### config.mk
export PLATFORM = sky130hd
export DESIGN_NAME = rr_dmux8_arbiter_flat
export DESIGN_NICKNAME = d
export VERILOG_FILES = /design/src/rtl/rr_dmux8_arbiter_if.sv /design/src/rtl/rr_dmux8_arbiter.sv /design/src/flat_wrapper.sv
export SDC_FILE = /design/constraint.sdc
export NUM_CORES = 1
export LEC_CHECK = 0
export CORE_UTILIZATION = 55
export DETAILED_ROUTE_END_ITERATION = 8
export DONT_BUFFER_PORTS = 1
export PLACE_DENSITY_LB_ADDON = 0.2
export SLEW_MARGIN = 15
export SYNTH_ARGS = -nofsm -noshare
export SYNTH_HDL_FRONTEND = slang
export SYNTH_SLANG_ARGS = --single-unit
export TNS_END_PERCENT = 20
### constraint.sdc
create_clock -name clk -period 7.5 [get_ports clk]
set_clock_uncertainty 0.1 [all_clocks]
set_input_delay 0.75 -clock clk [delete_from_list [all_inputs] [get_ports clk]]
set_output_delay 0.75 -clock clk [all_outputs]
set_load 0.01 [all_outputs]
### src/rtl/rr_dmux8_arbiter_if.sv
// Request/grant bundle between the eight requesters and the shared DMux8Way path.
// master = requester side, slave = arbiter side.
interface rr_dmux8_arbiter_if;
   logic [7:0] req;
   logic       done;
   logic [7:0] grant;
   logic [2:0] sel;
   logic       busy;
   logic       timeout;

   modport master (output req, output done,
                   input grant, input sel, input busy, input timeout);
   modport slave  (input req, input done,
                   output grant, output sel, output busy, output timeout);
endinterface

### src/rtl/rr_dmux8_arbiter.sv
// Round-robin owner of the shared 8-way demux path; one-edge grant latency,
// grant held until done / request drop / MAX_HOLD, with one idle cycle between owners.
module rr_dmux8_arbiter #(
   parameter int MAX_HOLD = 16,
   parameter int CNT_W    = 5
) (
   input  logic                clk,
   input  logic                rst_n,
   rr_dmux8_arbiter_if.slave   bus
);

   typedef enum logic {IDLE, OWN} state_t;

   state_t           state;
   logic [2:0]       ptr;
   logic [CNT_W-1:0] cnt;
   logic [7:0]       grant_q;
   logic [2:0]       sel_q;
   logic             busy_q;
   logic             timeout_q;

   logic [2:0]       winner;
   logic             found;
   logic [2:0]       idx;
   logic             release_now;
   logic             forced;

   // Scan from ptr upward with 3-bit wrap; first requester found wins.
   always_comb begin
      winner = '0;
      found  = 1'b0;
      idx    = '0;
      for (int i = 0; i < 8; i++) begin
         idx = ptr + 3'(i);
         if (!found && bus.req[idx]) begin
            found  = 1'b1;
            winner = idx;
         end
      end
   end

   assign forced      = (cnt == CNT_W'(MAX_HOLD - 1));
   assign release_now = bus.done || !bus.req[sel_q] || forced;

   always_ff @(posedge clk or negedge rst_n) begin
      if (!rst_n) begin
         state     <= IDLE;
         ptr       <= '0;
         cnt       <= '0;
         grant_q   <= '0;
         sel_q     <= '0;
         busy_q    <= 1'b0;
         timeout_q <= 1'b0;
      end else begin
         case (state)
            IDLE: begin
               timeout_q <= 1'b0;
               if (found) begin
                  grant_q <= 8'(1) << winner;
                  sel_q   <= winner;
                  busy_q  <= 1'b1;
                  cnt     <= '0;
                  state   <= OWN;
               end
            end
            OWN: begin
               if (release_now) begin
                  grant_q   <= '0;
                  sel_q     <= '0;
                  busy_q    <= 1'b0;
                  ptr       <= sel_q + 3'd1;
                  // Only a pure hold-limit release is reported as a timeout.
                  timeout_q <= forced && !bus.done && bus.req[sel_q];
                  state     <= IDLE;
               end else begin
                  cnt <= cnt + CNT_W'(1);
               end
            end
            default: state <= IDLE;
         endcase
      end
   end

   assign bus.grant   = grant_q;
   assign bus.sel     = sel_q;
   assign bus.busy    = busy_q;
   assign bus.timeout = timeout_q;

endmodule

### src/flat_wrapper.sv
// flat-port wrapper written by rule: the top's interface ports become plain ports
module rr_dmux8_arbiter_flat 
#(
   parameter int MAX_HOLD = 16,
   parameter int CNT_W    = 5
)
  (clk, rst_n, bus_req, bus_done, bus_grant, bus_sel, bus_busy, bus_timeout);
  rr_dmux8_arbiter_if bus_i ();
  input  logic clk;
  input  logic rst_n;
  input wire logic [$bits(bus_i.req)-1:0] bus_req;
  input wire logic [$bits(bus_i.done)-1:0] bus_done;
  output wire logic [$bits(bus_i.grant)-1:0] bus_grant;
  output wire logic [$bits(bus_i.sel)-1:0] bus_sel;
  output wire logic [$bits(bus_i.busy)-1:0] bus_busy;
  output wire logic [$bits(bus_i.timeout)-1:0] bus_timeout;
  assign bus_i.req = bus_req;
  assign bus_i.done = bus_done;
  assign bus_grant = bus_i.grant;
  assign bus_sel = bus_i.sel;
  assign bus_busy = bus_i.busy;
  assign bus_timeout = bus_i.timeout;
  rr_dmux8_arbiter #(.MAX_HOLD(MAX_HOLD), .CNT_W(CNT_W)) u_core (.clk(clk), .rst_n(rst_n), .bus(bus_i));
endmodule
==> run metrics <==
Sw Ratio=48.3%; share of the synthesized area in the top cell type=27.0%; total net switching power=0.000559 W; Final Max Slew Viols=0; static leakage=0.872 nW; CP Buf/Inv Count=1; slowest stage delay, CP=0.94 ns; initial drt markers=146; TritonRoute pass-1 iters=4; Root Buffer=clkbuf_8; TritonCTS Buffers=3; vias in the first global route=1,610; outcome=finished clean; Final Hold Viols=0; All-Layer GR Usage=25.9%; initial antenna violation count=0; highest net fanout along the worst path=21; clock-pin slew on the worst setup and hold paths=0.07 ns; Hold Buf Count CTS=0; Ant. Diodes=0; layout cells sized above 1=24.1%; # IOs=24; PD cells=569 nW/um^2; Starting Density=59.2%; cell area after layout=2040 sq um; die width=62.9 um; CTS max path bufs=2; IO buf count=0; Yosys cell types=60; Req. time, crit path=7.60 ns; Comb pwr share=72.0%; critical path capture point type=flop; final worst setup slack=2.98 ns; Post-Syn Nets=193; global-route wire length before repair=7820 um; DP Worst Slack=3.02 ns; H-tree depth=1; Fmax=221 MHz; Post-synth EDFFs=0; Setup TNS=0 ns; vias per cell=7.10; Max VDD drop=0.205 mV; Worst-Skew Late Latency=0.26 ns; syn_area_per_cell=11.5 sq um; Post-Syn Area=2040 sq um; Max-Cap Viols=0; largest net degree at the start of global routing=23; yosys warns=0; multi-input logic area=1360 sq um; Crit path max-delay family=multiplexers; DR WL/cell=21.7 um; CTS resizes=0; Placed Area=1990 sq um; Filler cells=292; worst slew pin tran=0.903 ns; Setup CP Type=reg -> reg; worst-path cell chain=inv_2, ha_1, mux2_2, mux4_2, nor2b_4, nand4b_4, o21ba_1, nor2b_1, a32o_1; Post-CTS Setup Inserts=0; Main synth FF type=dfrtp_1; grt total ovfl=0; DR DRC count=0; Post-Syn Instances=177; GPL Wtd Cong=0.839; vias=1,534; main area contributors after synthesis=dfrtp_1 (27%), mux4_2 (12%), mux2i_1 (7.9%), mux4_1 (3.9%), mux2_2 (3.9%); Hold/Removal Path Class=in -> async; CTS Sinks=22; synthesis-to-layout area growth=-0.0616%; Commonest cells post-synth=dfrtp_1 (22), mux2i_1 (16), nand2_1 (13); CTS tree=yes; Total Nets Final=188; clock power share=6.2%; crit path DAT=4.62 ns; DRT antenna net count=0; sequential power share=21.7%; height of the die=62.9 um; hpwl dp=3580 um; slowest library cell on the worst path=dfrtp_1; CP Launch Type=flop; top-count cell post-synth=dfrtp_1; Post-Route WL=4690 um; Die Area=3950 sq um; Final period util=60.2%; post-synthesis async set-or-reset flop share=100%; area leader, netlist=dfrtp_1; unrepaired setup endpoints after global routing=no; relative slew slack=39.8%; register area=551 sq um; Pwr Total=0.00116 W; row cnt=21; CORE AREA=3440 sq um; internal power=0.000598 W; post-synthesis register bit count=22; post-synthesis sequential area ratio=27.0%; setup violators final=0; Final Critical Period=4.52 ns
==> worst paths after layout <==
path / depth (start not counted) / start / to / slack [ns]
hold reg to reg: 1 / u_core.cnt[0]$_DFFE_PN0P_ / u_core.cnt[0]$_DFFE_PN0P_ / 0.43
setup reg to reg: 9 / u_core.ptr[0]$_DFFE_PN0P_ / u_core.bus.grant[4]$_DFFE_PN0P_ / 2.98
hold / removal: 0 / rst_n / u_core.bus.grant[4]$_DFFE_PN0P_ / 0.07
min in group clk: 1 / u_core.cnt[0]$_DFFE_PN0P_ / u_core.cnt[0]$_DFFE_PN0P_ / 0.43
setup / recovery: 9 / u_core.ptr[0]$_DFFE_PN0P_ / u_core.bus.grant[4]$_DFFE_PN0P_ / 2.98
max in group asynchronous: 0 / rst_n / u_core.bus.grant[3]$_DFFE_PN0P_ / 7.15
==> metal layers <==
metal  vias to the layer above  GRT usage (%)  share of wire, %
met4                         0           18.9               5.9
met5                         -              0                 0
met1                       773           29.8                38
li1                        691              -                 -
met2                        48           44.4                52
met3                        22           3.10               4.1
==> flip-flops by register name, summed over array words and instances (netlist names) <==
register / count
u_core.bus.sel: 3
u_core.cnt: 5
u_core.state: 1
u_core.ptr: 3
u_core.bus.grant: 8
u_core.bus.busy: 1
u_core.bus.timeout: 1
==> cell families after synthesis <==
logic type / Yosys count / share of synthesized area [%]
buffers and inverters: 16 / 6.02
AOI/OAI and AO/OA: 46 / 17.7
xor gates and xnor gates: 4 / 2.09
muxes: 41 / 31.2
adders and majority gates: 5 / 3.07
and+or+nand+nor: 43 / 12.9
DFF: 22 / 27.0
==> placed cells by master, fill, tap and decap left out, types with 2 or more instances in the layout <==
master,count
dfrtp_1,22
mux2i_1,16
nand2_1,13
mux4_2,11
mux2_2,7
nor2_1,6
o21ai_0,6
a21oi_1,6
inv_1,5
a32o_2,5
ha_1,5
a32o_1,4
nor3_1,3
mux4_1,3
o22ai_1,3
a21o_1,3
clkbuf_8,3
and3_1,2
and2_1,2
xor2_1,2
mux2i_4,2
nor2b_4,2
a22oi_1,2
a31oi_1,2
nor2b_1,2
nand2b_1,2
a211oi_1,2
==> power groups by stage <==
stage	sequential, W	clock [W]	combinational [W]
after global routing	0.000260	0.0000757	0.000899
after global placement	0.000250	0	0.000796
after floorplan	0.000202	0	0.000775
final	0.000251	0.0000723	0.000834
after CTS	0.000252	0.0000738	0.000828
after detailed placement	0.000254	0	0.000824
==> area by class of cell <==
class                   count  area share (%)
clock buffers               3            2.03
inverters                   6            1.11
multi-input cells         139            67.0
flip-flops and latches     22            27.0
well taps                  46            2.83
==> per-stage QoR <==
stage,cells,util [%],hold slack [ns]
2_1_floorplan,177,-,0.354
3_3_place_gp,213,57.9,0.355
3_5_place_dp,213,57.9,0.355
4_1_cts,216,59.1,0.0679
5_1_grt,216,59.1,0.0655
6_report,216,59.1,0.0725
Note: power is estimated with default switching activity, not from simulation.
